**src/rtl/serial_addsub_pkg.sv**
```systemverilog
// Shared definitions for the bit-serial adder/subtractor.
//   state_t    : FSM state encoding (IDLE / RUN / DONE)
//   cnt_width  : bit-counter width for a given operand width
package serial_addsub_pkg;

  typedef enum logic [1:0] {
    ST_IDLE = 2'd0,
    ST_RUN  = 2'd1,
    ST_DONE = 2'd2
  } state_t;

  // Counter only has to reach width-1, so clog2(width) bits suffice; never
  // allow a zero-width counter.
  function automatic int cnt_width(input int width);
    cnt_width = ($clog2(width) < 1) ? 1 : $clog2(width);
  endfunction

endpackage

```
**src/rtl/fas.sv**
```systemverilog
// Full adder/subtractor cell.
//   a, b  : operand bits
//   cin   : carry in
//   s_op  : 0 = add, 1 = subtract (b is inverted before the add)
//   s     : sum bit
//   cout  : carry out
module fas #(
  parameter int Tpd = 1
) (
  input  logic a,
  input  logic b,
  input  logic cin,
  input  logic s_op,
  output logic s,
  output logic cout
);

  logic b_eff;

  // Tpd models cell delay in timing-annotated flows; the logic is zero-delay.
  if (Tpd < 0) begin : g_tpd_neg
  end

  assign b_eff = b ^ s_op;
  assign s     = a ^ b_eff ^ cin;
  assign cout  = (a & b_eff) | (a & cin) | (b_eff & cin);

endmodule

```
**src/rtl/serial_addsub.sv**
```systemverilog
// Bit-serial WIDTH-bit two's-complement adder/subtractor using a single fas
// cell. Operand bits are fed LSB first, one pair per clock; the carry lives
// in a flip-flop between cycles.
//   clk     : clock, rising edge
//   rst_n   : asynchronous active-low reset
//   start   : request, sampled only in IDLE
//   a, b    : operands, captured on accepted start
//   sub     : 0 = A+B, 1 = A-B, captured on accepted start
//   busy    : high while bits are being processed
//   done    : one-cycle pulse, result/cout/ovf valid
//   result  : sum/difference, held until the next accepted start
//   cout    : final carry out (subtract: 1 = no borrow)
//   ovf     : signed overflow
module serial_addsub
  import serial_addsub_pkg::*;
#(
  parameter int WIDTH = 8,
  parameter int Tpd   = 1
) (
  input  logic             clk,
  input  logic             rst_n,
  input  logic             start,
  input  logic [WIDTH-1:0] a,
  input  logic [WIDTH-1:0] b,
  input  logic             sub,
  output logic             busy,
  output logic             done,
  output logic [WIDTH-1:0] result,
  output logic             cout,
  output logic             ovf
);

  localparam int             CW       = cnt_width(WIDTH);
  localparam logic [CW-1:0]  CNT_LAST = CW'(WIDTH - 1);

  state_t           state, state_nxt;
  logic [WIDTH-1:0] a_sh, b_sh;
  logic             op;
  logic             carry;
  logic [CW-1:0]    cnt;
  logic             fas_s, fas_cout;
  logic             last_bit;

  assign last_bit = (cnt == CNT_LAST);
  assign busy     = (state == ST_RUN);
  assign done     = (state == ST_DONE);

  fas #(.Tpd(Tpd)) u_fas (
    .a    (a_sh[0]),
    .b    (b_sh[0]),
    .cin  (carry),
    .s_op (op),
    .s    (fas_s),
    .cout (fas_cout)
  );

  always_ff @(posedge clk or negedge rst_n) begin
    if (!rst_n) state <= ST_IDLE;
    else        state <= state_nxt;
  end

  always_comb begin
    state_nxt = state;
    case (state)
      ST_IDLE: if (start)    state_nxt = ST_RUN;
      ST_RUN:  if (last_bit) state_nxt = ST_DONE;
      ST_DONE:               state_nxt = ST_IDLE;
      default:               state_nxt = ST_IDLE;
    endcase
  end

  always_ff @(posedge clk or negedge rst_n) begin
    if (!rst_n) begin
      a_sh   <= '0;
      b_sh   <= '0;
      op     <= 1'b0;
      carry  <= 1'b0;
      cnt    <= '0;
      result <= '0;
      cout   <= 1'b0;
      ovf    <= 1'b0;
    end else begin
      case (state)
        ST_IDLE: begin
          if (start) begin
            a_sh  <= a;
            b_sh  <= b;
            op    <= sub;
            // Subtraction is A + ~B + 1: the +1 enters as the initial carry.
            carry <= sub;
            cnt   <= '0;
          end
        end
        ST_RUN: begin
          result <= {fas_s, result[WIDTH-1:1]};
          a_sh   <= a_sh >> 1;
          b_sh   <= b_sh >> 1;
          carry  <= fas_cout;
          cnt    <= cnt + 1'b1;
          if (last_bit) begin
            // On the MSB, carry still holds the carry into the MSB, so the
            // overflow flag is that XOR the carry coming out of it.
            cout <= fas_cout;
            ovf  <= carry ^ fas_cout;
          end
        end
        default: ;
      endcase
    end
  end

endmodule

```
**config.mk**
```make
export PLATFORM = sky130hd
export DESIGN_NAME = serial_addsub
export DESIGN_NICKNAME = d
export VERILOG_FILES = /design/src/rtl/serial_addsub_pkg.sv /design/src/rtl/fas.sv /design/src/rtl/serial_addsub.sv
export SDC_FILE = /design/constraint.sdc
export NUM_CORES = 1
export LEC_CHECK = 0
export CORE_ASPECT_RATIO = 0.9
export CORE_MARGIN = 1.5
export CORE_UTILIZATION = 35
export DETAILED_ROUTE_END_ITERATION = 12
export SLEW_MARGIN = 15
export SYNTH_ARGS = -nofsm -noshare
export SYNTH_HDL_FRONTEND = slang
export SYNTH_SLANG_ARGS = --single-unit
```
**constraint.sdc**
```tcl
create_clock -name clk -period 1.3 [get_ports clk]
set_input_delay 0.26 -clock clk [delete_from_list [all_inputs] [get_ports clk]]
set_output_delay 0.26 -clock clk [all_outputs]
set_load 0.01 [all_outputs]
```
==> results.py, run 1 <==
metrics = {
    "hold_path": {
        "hold_class": "primary input to async pin",
    },
    "yosys": {
        "synth.top_cell.area_share_pct": 53.1,
        "synth_warnings": 0,
        "synthCells": 159,
        "ys_types": 28,
        "synth_area_leaders": "dfrtp_1 (53%), nor3_1 (8.7%), nand2_1 (6.5%), o22ai_1 (6.0%), buf_6 (2.9%)",
        "async_flop_share_pct": 100,
        "synth_fp_nets": 182,
        "netlist_top_cells_count": "dfrtp_1 (33), nand2_1 (27), nor3_1 (27)",
        "synth_edf_count": 0,
        "yosysSeqAreaShare_pct": 53.1,
        "synth-main-ff-cell": "dfrtp_1",
        "synth_area_mm2": 0.00155,
        "yosysMostFrequentCell": "dfrtp_1",
        "synth_area_per_cell_um2": 9.77,
        "synth_seq_cells": 33,
        "synth_top_area_cell": "dfrtp_1",
    },
    "pwr": {
        "power_density_mw_per_mm2": 2220,
        "leakage_nw": 0.964,
        "ir_worst_vdd_mv": 0.757,
    },
    "clocking": {
        "clock_path_buffers": 2,
        "clock-sinks": 33,
        "clkTransAtPathRegs_ps": 70,
        "cts_tree": "done",
        "hold_buffers": 0,
        "cts_root_buffer": "clkbuf_8",
        "clock_latency_ps": 280,
        "numCtsBuffers": 5,
        "htreeDepth": 2,
    },
    "worst_setup_path": {
        "endpoint_kind": "output pin",
        "cp_max_fo": 4,
        "critPathArrivalTime_ps": 1060,
        "critPathKind": "register to output pin",
        "critPathLaunchType": "register",
        "crit_required_ps": 1040,
    },
    "sta": {
        "hold_viol_final": 0,
        "relSlewSlack_pct": 83.2,
        "fin_skew_ps": 6.83,
        "fin_crit_ps": 1320,
        "min_period_over_period_pct": 101,
        "holdWs_ps": 341,
        "max_freq_mhz": 758,
        "rsz0062_at_grt": "yes",
        "worst_pin_slew_ps": 252,
        "maxSlewViolCount": 0,
        "fin_ws_ps": -18.9,
        "setup_viol": 2,
    },
    "grt": {
        "first_global_vias": 1276,
        "grt_pass1_wl_um": 5880,
        "grt.total_usage_pct": 15.8,
        "grt_max_degree": 34,
        "antenna_found_initial": 0,
        "gr-total-overflow": 0,
    },
    "layout": {
        "area_growth_pct": 40.4,
        "finalNetCount": 225,
        "drive_gt1_share_pct": 20.2,
        "diodes": 0,
    },
    "flow_run": {
        "drv_cap": 0,
    },
    "die": {
        "boundaryPins": 32,
        "rows": 22,
        "start_util_pct": 37.4,
        "die_height_um": 66.2,
        "design.core.area_mm2": 0.00416,
        "die-area_mm2": 0.00485,
        "die_x_um": 73.2,
    },
    "route": {
        "first_iter_violations": 98,
        "ant_nets": 0,
        "dr.pass1.iters": 4,
        "vias_per_cell": 5.02,
        "wire_per_inst_um": 13.1,
        "wl_um": 3440,
        "drc_errors": 0,
        "dr_total_vias": 1321,
    },
    "run_status": {
        "status": "complete, but fails checks",
        "violations": "setup timing",
    },
    "placement": {
        "dp_slack_ps": -275,
        "dpl.hpwl_um": 2320,
        "port_buffers": 31,
        "gp_congestion": 0.794,
    },
}
==> metal layers <==
metal	share of wire, %	wire, µm	global-route usage, %
met2	49	1690	24.8
met1	45	1540	20.7
met3	5.0	172	4.88
met5	0	0	0
met4	0.99	34	5.19
==> registers in the layout, indices dropped and copies added (netlist names) <==
name    count
b_sh        8
state       2
a_sh        8
carry       1
result      8
cnt         3
cout        1
ovf         1
op          1
==> metrics by stage <==
| step | power (W) | util [%] | setup TNS, ps | cells | area (µm²) |
|---|---|---|---|---|---|
| 2_1_floorplan | 0.00314 | - | 0 | 159 | 1550 |
| 3_3_place_gp | 0.00383 | 47.2 | -2710 | 251 | 1960 |
| 3_5_place_dp | 0.00393 | 47.2 | -3240 | 251 | 1960 |
| 4_1_cts | 0.00467 | 49.9 | -160 | 261 | 2070 |
| 5_1_grt | 0.00525 | 52.5 | -349 | 263 | 2180 |
| 6_report | 0.00484 | 52.5 | -26.3 | 263 | 2180 |
==> cell families (layout without fill, tap and decap cells) <==
| family | Yosys count | in the layout | synth area share (%) |
|---|---|---|---|
| buf+inv | 18 | 62 | 7.00 |
| flops | 33 | 33 | 53.1 |
| compound gates | 33 | 33 | 14.3 |
| fa+ha+maj | 3 | 3 | 2.90 |
| xor+xnor | 2 | 2 | 1.13 |
| mux | 1 | 1 | 0.644 |
| simple gates | 69 | 69 | 20.9 |
==> timing repair <==
action,4_1_cts,5_1_grt
gates resized for setup,23,19
setup buffers,2,2
pin swaps,5,6
gates cloned,0,0
setup endpoints to repair,19,19
==> layout make-up <==
class / instances / area (µm²)
Fill cell: 372 / 1970
Sequential cell: 33 / 827
Multi-Input combinational cell: 108 / 706
Timing Repair Buffer: 48 / 467
Tap cell: 60 / 75.1
Clock buffer: 6 / 72.6
Inverter: 6 / 25.0
Clock inverter: 2 / 10.0
==> final timing paths <==
path | from | endpoint | slack [ps] | cells after the start
setup / recovery | state[0] | done | -20 | 3
hold / removal | rst_n | result[5] | 340 | 2
setup reg to reg | state[1] | carry | -10 | 4
hold reg to reg | result[0] | result[0] | 470 | 2
max in group asynchronous | rst_n | state[0] | 780 | 2
min in group clk | result[0] | result[0] | 470 | 2
==> layout by cell type, fill, tap and decap left out, drive strengths merged, types with 2 or more instances in the layout <==
cell type	synthesis	layout
ha	2	2
o22ai	15	15
nand2	27	27
o21ai	10	10
clkinv	0	2
nand2b	3	3
clkbuf	1	6
inv	6	6
dlygate4sd2	0	10
dfrtp	33	33
nor3	27	27
nor2	8	8
o32ai	5	5
clkdlybuf4s50	0	19
a22o	2	2
buf	11	19
==> power by group <==
group          internal [W]  switching [W]  leakage, nW  total (W)
logic               0.00113        0.00110        0.518    0.00224
clock network      0.000370       0.000360       0.0450   0.000730
registers           0.00151       0.000357        0.401    0.00187
total               0.00302        0.00182        0.964    0.00484
==> critical path, cell delays in order, from the launching register on <==
cell and delay, ps:
dfrtp_2 450, buf_6 130, nor2_4 80, buf_6 110
Power figures use the tool's default switching activity.
==> run 2, diff against run 1 <==
- DONT_BUFFER_PORTS: default -> 1
- RECOVER_POWER: default -> 25
==> results.py, run 2 (same netlist as run 1, synthesis figures left out) <==
metrics = {
    "layout": {
        "fin_util_pct": 44.5,
        "layout_commonest_cell": "dfrtp_1",
        "finalNetCount": 196,
        "layoutNonFillerInstCount": 233,
        "top_regs": "a_sh (8), b_sh (8), result (8)",
        "fin_area_mm2": 0.00185,
        "diodes": 0,
        "area_growth_pct": 19.0,
        "layout_common_cells": "dfrtp_1 (32), nand2_1 (27), nor3_1 (27)",
        "drive_gt1_share_pct": 22.5,
    },
    "route": {
        "wl_um": 3560,
        "dr_total_vias": 1195,
        "dr.pass1.iters": 4,
        "ant_nets": 0,
        "first_iter_violations": 29,
        "vias_per_cell": 5.13,
        "wire_per_inst_um": 15.3,
        "drc_errors": 0,
    },
    "pwr": {
        "pwr-share-clk_pct": 16.8,
        "leakage_nw": 0.810,
        "comb_power_share_pct": 40.7,
        "sw_frac_of_total_pct": 38.5,
        "power_density_mw_per_mm2": 2500,
        "p_int_w": 0.00285,
        "ir_worst_vdd_mv": 1.00,
        "p_switching_w": 0.00178,
        "seq_power_share_pct": 42.5,
    },
    "die": {
        "rows": 22,
        "die-area_mm2": 0.00485,
        "die_x_um": 73.2,
        "design.core.area_mm2": 0.00416,
        "die_height_um": 66.2,
        "boundaryPins": 32,
        "start_util_pct": 37.4,
    },
    "worst_setup_path": {
        "crit_required_ps": 1510,
        "critPathLaunchType": "register",
        "cp_slowest_stage_delay_ps": 410,
        "r2r_setup_slack_ps": -3,
        "critPathKind": "register to register",
        "cp.buffers_inverters": 0,
        "critPathArrivalTime_ps": 1510,
        "slowest_stage": "dfrtp_1",
        "cp_max_fo": 3,
        "path_delay_family": "flip-flops",
        "endpoint_kind": "register",
        "path_cells": "xnor2_2, fa_2, xor2_1, o21ai_1",
    },
    "placement": {
        "dp_slack_ps": -36.1,
        "gp_congestion": 0.748,
        "place_inst": 219,
        "dpl.hpwl_um": 2360,
        "placed_area_mm2": 0.00165,
        "port_buffers": 0,
    },
    "sta": {
        "min_period_over_period_pct": 100,
        "fin_crit_ps": 1300,
        "maxSlewViolCount": 0,
        "hold_viol_final": 0,
        "setup_viol": 1,
        "worst_pin_slew_ps": 757,
        "fin_ws_ps": -3.29,
        "finalSetupTns_ps": -3.29,
        "relSlewSlack_pct": 49.6,
        "max_freq_mhz": 767,
        "rsz0062_at_grt": "yes",
        "fin_skew_ps": 5.00,
    },
    "grt": {
        "antenna_found_initial": 0,
        "grt_pass1_wl_um": 5930,
        "grt.total_usage_pct": 16.4,
        "grt_max_degree": 34,
        "first_global_vias": 1268,
        "gr-total-overflow": 0,
    },
    "clocking": {
        "cts_tree": "done",
        "cts_root_buffer": "clkbuf_8",
        "clock_latency_ps": 280,
        "clock-sinks": 33,
        "htreeDepth": 2,
        "numCtsBuffers": 5,
        "clkTransAtPathRegs_ps": 70,
        "clock_path_buffers": 2,
    },
    "run_status": {
        "status": "complete, but fails checks",
        "violations": "setup timing",
    },
    "hold_path": {
        "hold_class": "primary input to register",
    },
    "flow_run": {
        "drv_cap": 0,
    },
}
-- run 2: cell types whose count changed in the layout (fill, tap and decap cells not counted), moves of 2 or more --
| cell | previous run | this run |
|---|---|---|
| o32ai_4 | 2 | 0 |
| dlygate4sd2_1 | 10 | 0 |
| buf_4 | 10 | 13 |
| clkinv_2 | 2 | 0 |
| buf_6 | 7 | 2 |
| o32ai_1 | 0 | 2 |
| clkdlybuf4s50_1 | 19 | 0 |
-- run 2: repair_timing --
item,in CTS,in global routing
buffers inserted,1,3
gates resized for setup,8,9
pin swaps,0,5
hold buffers,2,0
cloned,1,0
endpoints found under the setup margin,6,9
endpoints found under the hold margin,33,0
-- run 2: path summary, 6_finish.rpt --
path,cells past startpoint,endpoint,startpoint
hold / removal,2,a_sh[7],a[7]
setup reg to reg,4,ovf,b_sh[0]
min in group asynchronous,2,result[5],rst_n
hold reg to reg,1,cnt[1],cnt[1]
setup / recovery,4,ovf,b_sh[0]
max in group asynchronous,2,state[0],rst_n
-- run 2: power groups by stage --
stage	sequential [W]	combinational, W	clock, W
CTS	0.00195	0.00180	0.000794
finish	0.00197	0.00188	0.000776
detailed placement	0.00195	0.00168	0
global route	0.00204	0.00214	0.000848
floorplan	0.00187	0.00127	0
global placement	0.00192	0.00158	0
-- run 2: worst register-to-register path: cells and delay by family (launching register included) --
family	cells	cell delay, ps
fa+ha+maj	1	400
xor+xnor	2	300
compound gates	1	120
flops	1	410
-- run 2: stage by stage --
step                      power, W  hold slack (ps)
after global placement     0.00350            -34.7
after detailed placement   0.00363            -34.8
after global routing       0.00502              128
after CTS                  0.00454              122
final                      0.00463              127
after floorplan            0.00314            -35.6
-- run 2: layout make-up --
type / count / area [µm²]
fillers: 394 / 2310
clock buffers: 7 / 86.3
flip-flops and latches: 33 / 827
inverters: 6 / 27.5
repair buffers: 18 / 155
repair inverters: 1 / 7.51
well taps: 60 / 75.1
multi-input cells: 108 / 671
-- run 2: routing by layer --
| layer | vias to the layer above | global-route usage, % | wire length [µm] |
|---|---|---|---|
| met5 | - | 0 | 0 |
| met2 | 33 | 26.4 | 1660 |
| met4 | 0 | 7.08 | 57 |
| met1 | 566 | 19.6 | 1590 |
| li1 | 590 | - | - |
| met3 | 6 | 5.95 | 242 |
==> run 3, diff against run 2 <==
--- a/config.mk
+++ b/config.mk
@@ -12,4 +12,5 @@
 export DONT_BUFFER_PORTS = 1
 export RECOVER_POWER = 25
+export SETUP_SLACK_MARGIN = 0.3
 export SLEW_MARGIN = 15
 export SYNTH_ARGS = -nofsm -noshare
==> constraint.sdc (replaced) <==
create_clock -name clk -period 1.3 [get_ports clk]
set_input_delay 0.325 -clock clk [delete_from_list [all_inputs] [get_ports clk]]
set_output_delay 0.325 -clock clk [all_outputs]
set_load 0.01 [all_outputs]
==> results.py, run 3 (same netlist as run 1, synthesis figures left out) <==
metrics = {
    "layout": {
        "multi_input_area_um2": 764,
        "regArea_um2": 830,
        "fin_util_pct": 48.9,
        "area_growth_pct": 30.8,
        "top_regs": "a_sh (8), b_sh (8), result (8)",
        "drive_gt1_share_pct": 34.3,
        "fin_area_mm2": 0.00203,
        "fillCellCount": 386,
        "layoutNonFillerInstCount": 238,
        "layout_common_cells": "dfrtp_1 (30), nand2_1 (25), nor3_1 (25)",
        "layout_commonest_cell": "dfrtp_1",
        "diodes": 0,
        "finalNetCount": 200,
    },
    "pwr": {
        "ir_worst_vdd_mv": 1.26,
        "leakage_nw": 0.868,
        "power_density_mw_per_mm2": 2480,
    },
    "placement": {
        "dpl.hpwl_um": 2230,
        "place_inst": 215,
        "port_buffers": 0,
        "gp_congestion": 0.749,
        "placed_area_mm2": 0.00169,
    },
    "clocking": {
        "htreeDepth": 2,
        "clock-sinks": 33,
        "clock_latency_ps": 280,
        "cts_root_buffer": "clkbuf_8",
        "clkTransAtPathRegs_ps": 70,
        "numCtsBuffers": 5,
        "clock_path_buffers": 2,
        "cts_tree": "done",
    },
    "grt": {
        "gr-total-overflow": 0,
        "first_global_vias": 1329,
        "grt.total_usage_pct": 16.7,
        "grt_max_degree": 34,
        "antenna_found_initial": 0,
        "grt_pass1_wl_um": 6130,
    },
    "route": {
        "vias_per_cell": 5.23,
        "dr.pass1.iters": 4,
        "dr_total_vias": 1245,
        "first_iter_violations": 33,
        "ant_nets": 0,
        "drc_errors": 0,
        "wire_per_inst_um": 15.2,
        "wl_um": 3620,
    },
    "sta": {
        "maxSlewViolCount": 0,
        "min_period_over_period_pct": 105,
        "finalSetupTns_ps": -296,
        "relSlewSlack_pct": 86.6,
        "max_freq_mhz": 731,
        "rsz0062_at_grt": "yes",
        "fin_crit_ps": 1370,
        "fin_ws_ps": -68.3,
        "worst_pin_slew_ps": 200,
        "holdWs_ps": -267,
        "hold_viol_final": 33,
        "setup_viol": 11,
        "fin_skew_ps": 7.19,
    },
    "die": {
        "rows": 22,
        "die-area_mm2": 0.00485,
        "die_height_um": 66.2,
        "boundaryPins": 32,
        "design.core.area_mm2": 0.00416,
        "start_util_pct": 37.4,
        "die_x_um": 73.2,
    },
    "worst_setup_path": {
        "cp_slowest_stage_delay_ps": 450,
        "critPathKind": "register to output pin",
        "slowest_stage": "dfrtp_2",
        "crit_required_ps": 980,
        "cp_max_fo": 5,
        "path_cells": "buf_12, nand2b_4, inv_8",
        "endpoint_kind": "output pin",
        "critPathArrivalTime_ps": 1040,
        "critPathLaunchType": "register",
    },
    "flow_run": {
        "drv_cap": 0,
    },
    "run_status": {
        "status": "complete, but fails checks",
        "violations": "hold timing, setup timing",
    },
    "hold_path": {
        "hold_class": "primary input to async pin",
    },
}
-- run 3: cell type report --
| class | count | area share, % |
|---|---|---|
| sequential | 33 | 40.8 |
| multi-input combinational | 109 | 37.6 |
| timing repair buffer | 21 | 11.1 |
| clock buffer | 7 | 4.74 |
| tap | 60 | 3.69 |
| inverter | 6 | 1.48 |
| timing repair inverter | 1 | 0.308 |
| clock inverter | 1 | 0.246 |
-- run 3: final timing paths --
kind,start,end,slack (ps),cells past startpoint
max in group asynchronous,rst_n,a_sh[4],1480,0
setup / recovery,state[0],busy,-70,3
hold / removal,rst_n,result[1],-270,0
min in group clk,a[7],a_sh[7],180,2
hold reg to reg,cnt[0],cnt[0],480,1
setup reg to reg,state[0],carry,-50,6
-- run 3: through the flow --
| step | hold slack [ps] | power, W | setup slack, ps |
|---|---|---|---|
| floorplan | 29.4 | 0.00337 | 93.1 |
| global placement | 30.5 | 0.00355 | 41.2 |
| detailed placement | 30.4 | 0.00367 | -22.0 |
| CTS | -280 | 0.00491 | -66.2 |
| global route | -285 | 0.00538 | -110 |
| finish | -267 | 0.00503 | -68.3 |
-- run 3: metal layers --
metal | wire length (µm) | share of wire, % | track usage [%] | vias up
li1 | - | - | - | 606
met1 | 1500 | 41 | 19.5 | 599
met2 | 1880 | 52 | 29.2 | 36
met3 | 218 | 6.0 | 5.03 | 4
met4 | 28 | 0.77 | 5.19 | 0
met5 | 0 | 0 | 0 | -
-- run 3: power by group --
group | internal, W | switching [W]
clock network | 0.000478 | 0.000365
logic | 0.00115 | 0.00103
registers | 0.00152 | 0.000490
total | 0.00314 | 0.00189
-- run 3: worst max-delay path: cells and delay by family (launching register included) --
family	cells	cell delay (ps)
DFF	1	450
buffers and inverters	2	190
and+or+nand+nor	1	110
-- run 3: what timing repair did --
item	CTS	global route
buffers inserted	10	3
pin swaps	10	7
resized for setup	17	13
endpoints found under the hold margin	33	33
endpoints found under the setup margin	45	45
cloned	2	0
